<file path="src/rtl/wb_arbiter.sv">
// -----------------------------------------------------------------------------
// wb_arbiter
//
// Two-requester round-robin arbiter feeding a single registered writeback beat
// to the register-file write port.
//
// Handshake: every port uses valid/ready. A beat moves only on a rising clock
// edge where tvalid=1 and tready=1. A source never waits for tready before
// raising tvalid. The sN_tready outputs are combinational in sN_tvalid,
// m_tready and invalidate. The m_tvalid/m_tdata outputs come straight from
// flops.
//
// Ports:
//   clk         sole clock, rising edge
//   rst         asynchronous, active-low reset (0 = reset, 1 = run)
//   s0_tvalid   requester 0 (ALU path) beat valid
//   s0_tready   requester 0 beat accepted this cycle
//   s0_tdata    requester 0 beat
//   s1_tvalid   requester 1 (load/CSR path) beat valid
//   s1_tready   requester 1 beat accepted this cycle
//   s1_tdata    requester 1 beat
//   m_tvalid    registered beat valid toward the register file
//   m_tready    register-file write port accepts
//   m_tdata     registered beat
//   invalidate  pipeline flush: drops the held beat and blocks acceptance
// -----------------------------------------------------------------------------
module wb_arbiter #(
  parameter int TDATA_WIDTH = 32
) (
  input  logic                   clk,
  input  logic                   rst,
  input  logic                   s0_tvalid,
  output logic                   s0_tready,
  input  logic [TDATA_WIDTH-1:0] s0_tdata,
  input  logic                   s1_tvalid,
  output logic                   s1_tready,
  input  logic [TDATA_WIDTH-1:0] s1_tdata,
  output logic                   m_tvalid,
  input  logic                   m_tready,
  output logic [TDATA_WIDTH-1:0] m_tdata,
  input  logic                   invalidate
);

  // Index of the requester that won the most recent input transfer.
  // Resets to 1 so requester 0 wins the first contention.
  logic last_winner;

  logic out_free;
  logic grant0;
  logic grant1;
  logic take0;
  logic take1;

  always_comb begin
    // The output register can accept a new beat when it is empty or when
    // its current beat leaves on this same edge (back-to-back reload).
    out_free = !m_tvalid || m_tready;

    // Round-robin: a lone requester always wins; under contention the
    // requester that did not win last time wins.
    grant0 = s0_tvalid && (!s1_tvalid || last_winner);
    grant1 = s1_tvalid && (!s0_tvalid || !last_winner);

    // Readies are forced low while in reset and during a flush. grant0 and
    // grant1 are mutually exclusive, so at most one ready is ever high.
    take0 = grant0 && out_free && !invalidate && rst;
    take1 = grant1 && out_free && !invalidate && rst;
  end

  assign s0_tready = take0;
  assign s1_tready = take1;

  always_ff @(posedge clk or negedge rst) begin
    if (!rst) begin
      m_tvalid    <= 1'b0;
      m_tdata     <= '0;
      last_winner <= 1'b1;
    end else if (invalidate) begin
      // Flush drops the held beat. last_winner is left alone so fairness
      // carries across the flush.
      m_tvalid <= 1'b0;
    end else if (take0) begin
      m_tvalid    <= 1'b1;
      m_tdata     <= s0_tdata;
      last_winner <= 1'b0;
    end else if (take1) begin
      m_tvalid    <= 1'b1;
      m_tdata     <= s1_tdata;
      last_winner <= 1'b1;
    end else if (m_tready) begin
      // Beat drained with nothing new to load: empty the register.
      // m_tdata keeps its last value.
      m_tvalid <= 1'b0;
    end
  end

endmodule
</file>
<file path="config.mk">
export PLATFORM = sky130hd
export DESIGN_NAME = wb_arbiter
export DESIGN_NICKNAME = d
export VERILOG_FILES = /design/src/rtl/wb_arbiter.sv
export SDC_FILE = /design/constraint.sdc
export NUM_CORES = 1
export LEC_CHECK = 0
export CORE_MARGIN = 2
export CORE_UTILIZATION = 62
export CTS_CLUSTER_DIAMETER = 40
export DETAILED_ROUTE_END_ITERATION = 6
export DONT_BUFFER_PORTS = 1
export PLACE_DENSITY = 0.79
export SYNTH_ARGS = -nofsm -noshare
export SYNTH_HDL_FRONTEND = slang
export SYNTH_SLANG_ARGS = --single-unit
</file>
<file path="constraint.sdc">
create_clock -name clk -period 1.59 [get_ports clk]
set_input_delay 0.477 -clock clk [delete_from_list [all_inputs] [get_ports clk]]
set_output_delay 0.477 -clock clk [all_outputs]
set_load 0.005 [all_outputs]
</file>
Word level (Yosys, flattened, before mapping)
Cells that the tools add are included.

word-level totals
  bits in registers = 34
  input bits = 70
  output and inout bits = 35
  logic and storage cells = 31

cells by class
  multiplexer cells = 8
  bitwise operators = 1
  reductions and logical operators = 19

operator list
  cell                 number
  $mux W32             2
  $logic_and A1 B1 Y1  8
  $mux W1              6
  $logic_not A1 Y1     5
  $reduce_bool A4 Y1   1
  $logic_or A1 B1 Y1   3
  $reduce_and A2 Y1    1
  $reduce_bool A2 Y1   1
  $not A1 Y1           1

Logic depth before layout (Yosys ltp)
  depth in word-level cells = 9
  mapped depth = 5
  mapped depth without buffers = 3

Least setup slack after synthesis
Ideal clock, no wire load.

  path kind = input to output
  start point = input s1_tvalid
  end point = output s1_tready
  data arrival time = 1072 ps
  required time = 1113 ps
  path slack = 41 ps
  stages = 4
  path buffers = 2
  cells stage by stage = a21bo_2 -> buf_2 -> buf_2 -> nor2_1

on the way
  cells in the longest elaborated chain, start to end = 4

RTL lines
  item                               RTL line  RTL
  start, declared                    35        input logic s1_tvalid,
  $logic_and A1 B1 Y1                62        grant1 = s1_tvalid && (!s0_tvalid || !last_winner);
  $logic_and A1 B1 Y1 (3 in series)  67        take1 = grant1 && out_free && !invalidate && rst;
  end, declared                      36        output logic s1_tready,

No other way between the ends.

Worst setup path after layout
  start point = register last_winner
  end point = output s0_tready

on the way
  cells in the longest elaborated chain, start to end = 5

RTL lines
  item                               RTL line  RTL
  start, declared                    46        logic last_winner;
  start signal, assigned             77        last_winner <= 1'b1;
  start signal, assigned             85        last_winner <= 1'b0;
  start signal, assigned             89        last_winner <= 1'b1;
  $logic_or A1 B1 Y1                 61        grant0 = s0_tvalid && (!s1_tvalid || last_winner);
  $logic_and A1 B1 Y1                61
  $logic_and A1 B1 Y1 (3 in series)  66        take0 = grant0 && out_free && !invalidate && rst;
  end, declared                      33        output logic s0_tready,

No other way between the ends.

==> out/metrics.yaml <==
routed_wl_um: 4210
ff2ff_setup_slack_ps: 110
syn-cell-area_sq_mm: 0.00182
whs_path_depth: 1
grt_pass1_wl_um: 6290
cp-end-kind: "primary output"
cts-root-buf: "clkbuf_4"
ys.warnings.count: 0
sw_frac_of_total: 0.299
post-route-util: 0.711
dpl_cell_area_sq_mm: 0.00182
area_growth_syn_to_layout_pct: 8.44
dieArea_sq_mm: 0.00339
drive_above_1_share: 0.453
final_cell_mix: "33 x dfrtp_1, 32 x o32ai_1, 30 x a2bb2oi_2"
period_share: 1.03
syn_inst: 131
antenna_found_initial: 0
grt_util_met2: 0.432
ys_seq_area_frac: 0.467
worstHoldStart: "s0_tvalid"
criticalPathCategory: "register to primary output"
dp_hpwl_um: 3000
crit_start: "last_winner"
grt_util_met1: 0.313
pre_cts_ws_ps: 42.8
layout_commonest_cell: "dfrtp_1"
layout_min_cycle_time_ps: 1640
grt_overflow: 0
p_per_area_mw_per_mm2: 1240
die_h_um: 58.2
cts_buffers: 5
core_area_sq_mm: 0.00278
fp.dieW_um: 58.2
rsz0062_at_grt: "yes"
p_leak_nw: 0.720
final_design_area_no_fill_sq_mm: 0.00198
reg2reg_depth: 5
initial_core_util: 0.655
slew_viol_final: 0
antennaDiodeCount: 0
cts_max_path_buffers: 2
num-fill-cells: 193
hold_path_class: "primary input to register"
htreeDepth: 2
busiest_layer: "met2"
power_frac_comb: 0.259
total_power_mw: 2.46
synth_area_per_cell_sq_um: 13.9
port-buffer-count: 0
yosysUniqueCellTypes: 20
max_freq_ghz: 0.609
setup.worst_path.start_class: "register"
path_max_fanout: 3
grt_max_degree: 35
min_to: "last_winner"
max-slew-margin-rel: 0.737
hold_viol: 0
max_slew.worst_pin.slew_ps: 393
ir_drop_v: 0.00108
r2r-end: "m_tdata[16]"
pin_count: 105
cp.arrival_ps: 1160
reg2reg_from: "m_tvalid"
path_clk_slew_ps: 100
status: "complete, but fails checks"
final_nets: 206
first_global_vias: 1251
rows: 19
intPower_mw: 1.72
wl_per_cell_um: 25.1
drc: 0
ant_nets: 0
first_pass_iters: 4
gr-usage-all-layers: 0.259
max_cap_viol_count: 0
p_switching_uw: 733
pwr-share-clk: 0.239
clock-sinks: 34
place_congestion: 0.679
violations: "negative setup slack"
detail_route.vias_per_cell: 7.58
cts_tree: "yes"
synth-seq-cells: 34
setup_violations: 2
vias: 1274
critPathRequiredTime_ps: 1110
fin_worst_skew_ps: 10.9
use_met3: 0.0938
drt-initial-drc-count: 57
pwr-share-seq: 0.502
synth_nets: 201
fin_ws_ps: -51.4
worstSkewPairLatency_ps: 340
## state kept, by name, indices dropped and copies added (netlist names)
register	count
last_winner	1
m_tdata	32
m_tvalid	1
## per-layer routing
layer | wire length [um] | share of wire
met3 | 331 | 0.079
met1 | 1650 | 0.39
met5 | 0 | 0
met4 | 53 | 0.013
met2 | 2180 | 0.52
## kinds of logic (layout without fill, tap and decap cells)
group / after synthesis / in the layout / synth area share
AOI/OAI and AO/OA: 68 / 68 / 0.426
DFF: 34 / 34 / 0.467
buffers and inverters: 20 / 26 / 0.0782
and+or+nand+nor: 9 / 9 / 0.0281
## critical path, stage by stage, from the launching register on
cell	delay (ps)
dfstp_2	570
nor2b_2	60
nor3_2	180
## synth_stat cells
library cell,instances,share of area
nor3_1,1,0.0027
o22ai_1,1,0.0034
nor4bb_1,1,0.0055
buf_2,12,0.033
inv_1,1,0.0021
buf_12,3,0.033
o32ai_1,32,0.15
buf_4,1,0.0041
a2bb2oi_2,30,0.25
and2_1,1,0.0034
a21bo_2,1,0.0055
clkbuf_1,3,0.0062
a31oi_1,2,0.0069
nor2b_1,2,0.0069
nand2_1,1,0.0021
dfrtp_1,33,0.45
dfstp_2,1,0.014
nand2b_1,1,0.0034
nor2_1,2,0.0041
a2bb2oi_1,2,0.0096
## through the flow
step | cells | hold WS (ps) | setup TNS (ps)
finish | 168 | 179 | -53.3
global route | 168 | 153 | -142
CTS | 166 | 166 | -56.5
detailed placement | 153 | 182 | 0
global placement | 153 | 182 | 0
floorplan | 131 | 181 | 0
## power groups by stage
| stage | clock network (mW) | logic (mW) | registers, mW |
|---|---|---|---|
| after floorplan | 0 | 0.515 | 1.20 |
| after global placement | 0 | 0.544 | 1.24 |
| after detailed placement | 0 | 0.579 | 1.25 |
| after CTS | 0.597 | 0.622 | 1.23 |
| after global routing | 0.638 | 0.683 | 1.26 |
| final | 0.588 | 0.635 | 1.23 |
## worst max-delay path by stage
stage | to | slack, ps
finish | s0_tready | -50
global route | s0_tready | -100
CTS | s0_tready | -50
detailed placement | s0_tready | 40
global placement | s0_tready | 110
floorplan | s1_tready | 40
## timing repair
item / CTS / global route
pin swaps: 2 / 0
hold buffers: 2 / 0
endpoints found under the hold margin: 34 / 0
resized for setup: 2 / 2
buffers inserted: 3 / 2
endpoints found under the setup margin: 2 / 3
## area by class of cell
class / instances / area [sq um] / share of cell area
multi-input combinational: 77 / 857 / 0.434
sequential: 34 / 852 / 0.431
timing repair buffer: 17 / 146 / 0.0741
clock buffer: 8 / 78.8 / 0.0399
tap: 31 / 38.8 / 0.0196
inverter: 1 / 3.75 / 0.00190
(Power assumes the default switching activity.)
